$ cat src/rtl/pipe_hazard_ctrl.sv
// Pipeline hazard controller: load-use bubbles, branch flushes, data-memory wait freeze, timeout trap.
// Latency: enables/flushes/dmem_req are combinational from inputs and state; state and counters update on the next rising edge.
// Backpressure: dmem_ready low freezes IF/ID/EX/MEM and bubbles WB; no ready after TIMEOUT wait cycles parks the FSM in ERR until reset.
//
// Ports:
//   clk, rst_n                     clock, async active-low reset
//   id_rs1/2, id_rs1/2_use         ID-stage source registers and their use flags
//   ex_rd, ex_read_en              EX destination register, EX is a load
//   ex_branch_taken                EX resolved a taken branch/jump
//   mem_read_en, dmem_ready        load in MEM, data memory read data valid
//   *_en, *_flush                  stage register load enables / bubble inserts
//   dmem_req                       data memory read request
//   timeout_err, stall_cnt         sticky timeout flag, saturating pc_en=0 cycle count
module pipe_hazard_ctrl #(
  parameter int TIMEOUT = 255,
  parameter int CNT_W   = 16
) (
  input  logic             clk,
  input  logic             rst_n,
  input  logic [4:0]       id_rs1,
  input  logic [4:0]       id_rs2,
  input  logic             id_rs1_use,
  input  logic             id_rs2_use,
  input  logic [4:0]       ex_rd,
  input  logic             ex_read_en,
  input  logic             ex_branch_taken,
  input  logic             mem_read_en,
  input  logic             dmem_ready,
  output logic             pc_en,
  output logic             ifid_en,
  output logic             idex_en,
  output logic             exmem_en,
  output logic             memwb_en,
  output logic             ifid_flush,
  output logic             idex_flush,
  output logic             memwb_flush,
  output logic             dmem_req,
  output logic             timeout_err,
  output logic [CNT_W-1:0] stall_cnt
);

  // wait_q counts MWAIT cycles already spent with dmem_ready low, 0..TIMEOUT-1
  localparam int WAIT_W = (TIMEOUT > 1) ? $clog2(TIMEOUT) : 1;

  typedef enum logic [1:0] {RUN, MWAIT, ERR} state_t;

  state_t             state_q, state_d;
  logic [WAIT_W-1:0]  wait_q, wait_d;
  logic [CNT_W-1:0]   stall_cnt_q, stall_cnt_d;
  logic               timeout_err_q, timeout_err_d;

  logic load_use;
  logic mem_stall;
  logic in_err;

  // ex_rd==0 is the hard-wired zero register and never creates a dependency
  assign load_use = ex_read_en && (ex_rd != 5'd0) &&
                    ((id_rs1_use && (id_rs1 == ex_rd)) ||
                     (id_rs2_use && (id_rs2 == ex_rd)));

  always_comb begin
    state_d       = state_q;
    wait_d        = wait_q;
    timeout_err_d = timeout_err_q;
    mem_stall     = 1'b0;
    in_err        = 1'b0;
    pc_en         = 1'b1;
    ifid_en       = 1'b1;
    idex_en       = 1'b1;
    exmem_en      = 1'b1;
    memwb_en      = 1'b1;
    ifid_flush    = 1'b0;
    idex_flush    = 1'b0;
    memwb_flush   = 1'b0;
    dmem_req      = 1'b0;

    case (state_q)
      RUN: begin
        dmem_req = mem_read_en;
        if (mem_read_en && !dmem_ready) begin
          mem_stall = 1'b1;
          state_d   = MWAIT;
          wait_d    = '0;
        end
      end
      MWAIT: begin
        dmem_req = 1'b1;
        if (!dmem_ready) begin
          mem_stall = 1'b1;
          if (wait_q == WAIT_W'(TIMEOUT - 1)) begin
            state_d       = ERR;
            timeout_err_d = 1'b1;
          end else begin
            wait_d = wait_q + 1'b1;
          end
        end else begin
          // release cycle: falls through to the normal branch/load-use rules
          state_d = RUN;
        end
      end
      default: in_err = 1'b1;
    endcase

    if (in_err) begin
      pc_en    = 1'b0;
      ifid_en  = 1'b0;
      idex_en  = 1'b0;
      exmem_en = 1'b0;
      memwb_en = 1'b0;
    end else if (mem_stall) begin
      // a taken branch stays in the frozen EX stage and flushes on release
      pc_en       = 1'b0;
      ifid_en     = 1'b0;
      idex_en     = 1'b0;
      exmem_en    = 1'b0;
      memwb_flush = 1'b1;
    end else if (ex_branch_taken) begin
      ifid_flush = 1'b1;
      idex_flush = 1'b1;
    end else if (load_use) begin
      // hold PC and IF/ID one cycle; the bubble in EX clears the hazard
      pc_en      = 1'b0;
      ifid_en    = 1'b0;
      idex_flush = 1'b1;
    end

    // everything quiet while reset is held
    if (!rst_n) begin
      pc_en       = 1'b0;
      ifid_en     = 1'b0;
      idex_en     = 1'b0;
      exmem_en    = 1'b0;
      memwb_en    = 1'b0;
      ifid_flush  = 1'b0;
      idex_flush  = 1'b0;
      memwb_flush = 1'b0;
      dmem_req    = 1'b0;
    end

    stall_cnt_d = stall_cnt_q;
    if (!pc_en && (stall_cnt_q != {CNT_W{1'b1}})) begin
      stall_cnt_d = stall_cnt_q + 1'b1;
    end
  end

  always_ff @(posedge clk or negedge rst_n) begin
    if (!rst_n) begin
      state_q       <= RUN;
      wait_q        <= '0;
      stall_cnt_q   <= '0;
      timeout_err_q <= 1'b0;
    end else begin
      state_q       <= state_d;
      wait_q        <= wait_d;
      stall_cnt_q   <= stall_cnt_d;
      timeout_err_q <= timeout_err_d;
    end
  end

  assign timeout_err = timeout_err_q;
  assign stall_cnt   = stall_cnt_q;

endmodule

$ cat config.mk
export PLATFORM = sky130hd
export DESIGN_NAME = pipe_hazard_ctrl
export DESIGN_NICKNAME = d
export VERILOG_FILES = /design/src/rtl/pipe_hazard_ctrl.sv
export SDC_FILE = /design/constraint.sdc
export NUM_CORES = 1
export LEC_CHECK = 0
export BUFFER_PORTS_ARGS = -buffer_cell sky130_fd_sc_hd__buf_2
export CAP_MARGIN = 20
export CORE_ASPECT_RATIO = 0.6
export CORE_MARGIN = 2
export CORE_UTILIZATION = 42
export DETAILED_ROUTE_END_ITERATION = 8
export MAX_ROUTING_LAYER = met4
export PLACE_DENSITY_LB_ADDON = 0.05
export SYNTH_ARGS = -nofsm -noshare
export SYNTH_HDL_FRONTEND = slang
export SYNTH_SLANG_ARGS = --single-unit
$ cat constraint.sdc
create_clock -name clk -period 2.25 [get_ports clk]
set_input_delay 0.3375 -clock clk [delete_from_list [all_inputs] [get_ports clk]]
set_output_delay 0.3375 -clock clk [all_outputs]
set_load 0.005 [all_outputs]
==> impl_metrics.csv <==
group,metric,value,unit
status,status,"completed",
place,hpwl,2.47,mm
final_layout,drive_above_1_share,43.9,%
floorplanning,coreArea,3590,um^2
floorplanning,die_width,82.3,um
drt,via_per_inst,4.88,
drt,drt-total-wl,3.12,mm
setup_path,worstSetupPathType,"flop to flop",
flow_run,cap_violations,0,
synthesis,yosys_register_bits,27,
global_routing,grt.total_usage,16.6,%
clock_tree,cts_tree,"built",
setup_path,path_cells,"and3_1 -> and2_1 -> nand3_1 -> nor2_2 -> a41oi_4 -> buf_4 -> nand3_2 -> xnor2_1",
final_layout,n_fill_cell,318,
synthesis,syn_area,1550,um^2
clock_tree,ctsRootBufferMaster,"clkbuf_8",
synthesis,ys_types,38,
global_routing,grt_pass1_vias,1170,
floorplanning,dieArea,4200,um^2
clock_tree,clk_latency,280,ps
drt,ant_nets,0,
drt,num_vias,1195,
pwr,p_switching,0.382,mW
setup_path,slowest_stage,"a41oi_4",
setup_path,r2r_start,"stall_cnt[3]$_DFFE_PN0P_",
final_layout,ff_latch_area,676,um^2
pwr,intPower,0.851,mW
pwr,swShare,31.0,%
sta,min_period,2070,ps
synthesis,synthTopCellsByArea,"dfrtp_1 (44%), xnor2_1 (14%), nand3_2 (3.9%)",
sta,worstMarginPinSlew,494,ps
sta,hold_violations,0,
clock_tree,cts_buffers,3,
sta,report.final.slew_viol_count,0,
pwr,ir_worst_vdd,0.000271,V
drt,drt_drc_violations_left,0,
sta,maxSlewHeadroom,67.0,%
setup_path,cp.arrival,2230,ps
pwr,p_per_area,635,nW/um^2
sta,fin_crit_sh,92.0,%
setup_path,end_kind,"flop",
final_layout,nNetsFinal,225,
sta,max_freq,0.483,GHz
place,portBuffers,48,
sta,rsz0062_at_grt,"no",
synthesis,synth.top_cell.area_share,43.7,%
synthesis,syn_avg_cell_area,11.1,um^2
floorplanning,num_rows,17,
floorplanning,io_pins,49,
setup_path,cp_max_fo,15,
clock_tree,clk_pin_slew,100,ps
setup_path,critPathLaunch,"stall_cnt[3]$_DFFE_PN0P_",
clock_tree,h-tree-depth,1,
synthesis,synth_area_leader_cell,"dfrtp_1",
floorplanning,die_h,51.0,um
global_routing,grt_pass1_wl,5.27,mm
synthesis,synth_common_cells,"dfrtp_1 (27), xnor2_1 (24), nand2_1 (9), nand4_1 (9), nor2_1 (8)",
setup_path,worstSetupStartpointType,"flop",
synthesis,yosysWarnings,0,
place,post-place-ws,26.3,ps
clock_tree,clock-sinks,27,
final_layout,multi_input_area,828,um^2
global_routing,grt_overflow,0,
sta,setup_slack,179,ps
synthesis,synth_seq_area_share,43.7,%
synthesis,synth_most_common_cell,"dfrtp_1",
pwr,clock_power_share,22.9,%
synthesis,ys_async_sr_fraction,100,%
pwr,pwr-share-seq,50.5,%
synthesis,postSynthCellCount,139,
synthesis,synth_edf_count,0,
min_path,holdCritPathClass,"input pin to async pin",
synthesis,synth_fp_nets,165,
setup_path,rrSetupSlack,180,ps
sta,setup_tns,0,ps
final_layout,insertedDiodeCount,0,
place,gp_congestion,0.801,
setup_path,reg2reg_depth,8,
clock_tree,cts_buffer_depth,2,
setup_path,cp_slowest_stage_delay,470,ps
pwr,power.leakage,0.943,nW
drt,drtIter0Drc,32,
drt,firstDrtPassIters,4,
pwr,combinationalPowerShare,26.6,%
final_layout,area_delta_synth_final,25.7,%
setup_path,r2r-end,"stall_cnt[14]$_DFFE_PN0P_",
setup_path,required,2410,ps
global_routing,grt_max_degree,28,
floorplanning,initial_core_util,43.0,%
sta,setup_viol,0,
synthesis,synthFlopType,"dfrtp_1",
sta,clock_skew,9.30,ps
drt,routedWlPerCell,12.7,um
global_routing,antenna_found_initial,0,
## logic make-up (layout without fill, tap and decap cells)
family | after synthesis | after routing | share of synthesized area (%)
simple gates | 59 | 59 | 25.3
xor+xnor | 29 | 29 | 16.4
flops | 27 | 27 | 43.7
compound gates | 12 | 12 | 7.37
buf+inv | 6 | 65 | 2.67
fa+ha+maj | 3 | 3 | 2.43
mux | 3 | 3 | 2.11
## per-layer routing
layer	vias to the layer above	share of wire, %	global-route usage, %	routed length, um
met1	542	51	23.2	1580
met4	0	0.83	3.33	26
met2	50	41	25.0	1280
li1	598	-	-	-
met3	5	7.3	3.71	227
met5	-	0	-	0
## critical path: cells and delay by family, from the launching register on
family / cells / cell delay (ps)
AOI/OAI and AO/OA: 1 / 470
xor gates and xnor gates: 1 / 130
buffers and inverters: 1 / 210
DFF: 1 / 460
and+or+nand+nor: 5 / 680
## layout make-up
cell class,count,share of cell area (%)
tap,47,3.03
clock inverter,1,0.387
timing repair buffer,59,16.6
clock buffer,3,2.13
inverter,2,0.387
multi-input combinational,106,42.7
sequential,27,34.8
## sequential cells by signal, indices dropped and copies added, names as in the netlist
register	count
timeout_err	1
stall_cnt	16
state_q	2
wait_q	8
## layout by cell type, fill, tap and decap left out, types with 3 or more instances in the layout
master | synthesis | layout
and3_1 | 4 | 4
buf_2 | 0 | 48
buf_4 | 3 | 11
clkbuf_8 | 0 | 3
dfrtp_1 | 27 | 27
ha_1 | 3 | 3
nand2_1 | 9 | 9
nand3_2 | 6 | 6
nand4_1 | 9 | 9
nor2_1 | 8 | 8
xnor2_1 | 24 | 24
xor2_1 | 5 | 5
## how the worst max path moves through the flow
| stage | endpoint | slack [ps] |
|---|---|---|
| floorplan | stall_cnt[14]$_DFFE_PN0P_ | 470 |
| global placement | stall_cnt[1]$_DFFE_PN0P_ | 100 |
| detailed placement | stall_cnt[1]$_DFFE_PN0P_ | 30 |
| CTS | stall_cnt[1]$_DFFE_PN0P_ | 120 |
| global route | stall_cnt[14]$_DFFE_PN0P_ | 30 |
| finish | stall_cnt[14]$_DFFE_PN0P_ | 180 |
## power by group through the flow
| stage | sequential [mW] | clock, mW | combinational [mW] |
|---|---|---|---|
| 6_report | 0.623 | 0.282 | 0.328 |
| 5_1_grt | 0.636 | 0.316 | 0.369 |
| 4_1_cts | 0.622 | 0.294 | 0.327 |
| 3_5_place_dp | 0.631 | 0 | 0.325 |
| 3_3_place_gp | 0.628 | 0 | 0.320 |
| 2_1_floorplan | 0.628 | 0 | 0.185 |
## per-stage QoR
step / instance area (um^2) / util (%) / std cells / hold slack [ps] / total power, mW
5_1_grt: 1940 / 54.0 / 245 / 79.5 / 1.32
4_1_cts: 1910 / 53.2 / 241 / 63.3 / 1.24
3_3_place_gp: 1860 / 51.8 / 237 / 371 / 0.948
2_1_floorplan: 1550 / - / 139 / 41.9 / 0.813
3_5_place_dp: 1860 / 51.8 / 237 / 371 / 0.956
6_report: 1940 / 54.0 / 245 / 58.8 / 1.23
## timing repair
action / 4_1_cts / 5_1_grt
setup buffers: 0 / 4
resized for setup: 0 / 0
hold buffers: 0 / 0
setup endpoints to repair: 0 / 3
Note: power is estimated with default switching activity, not from simulation.
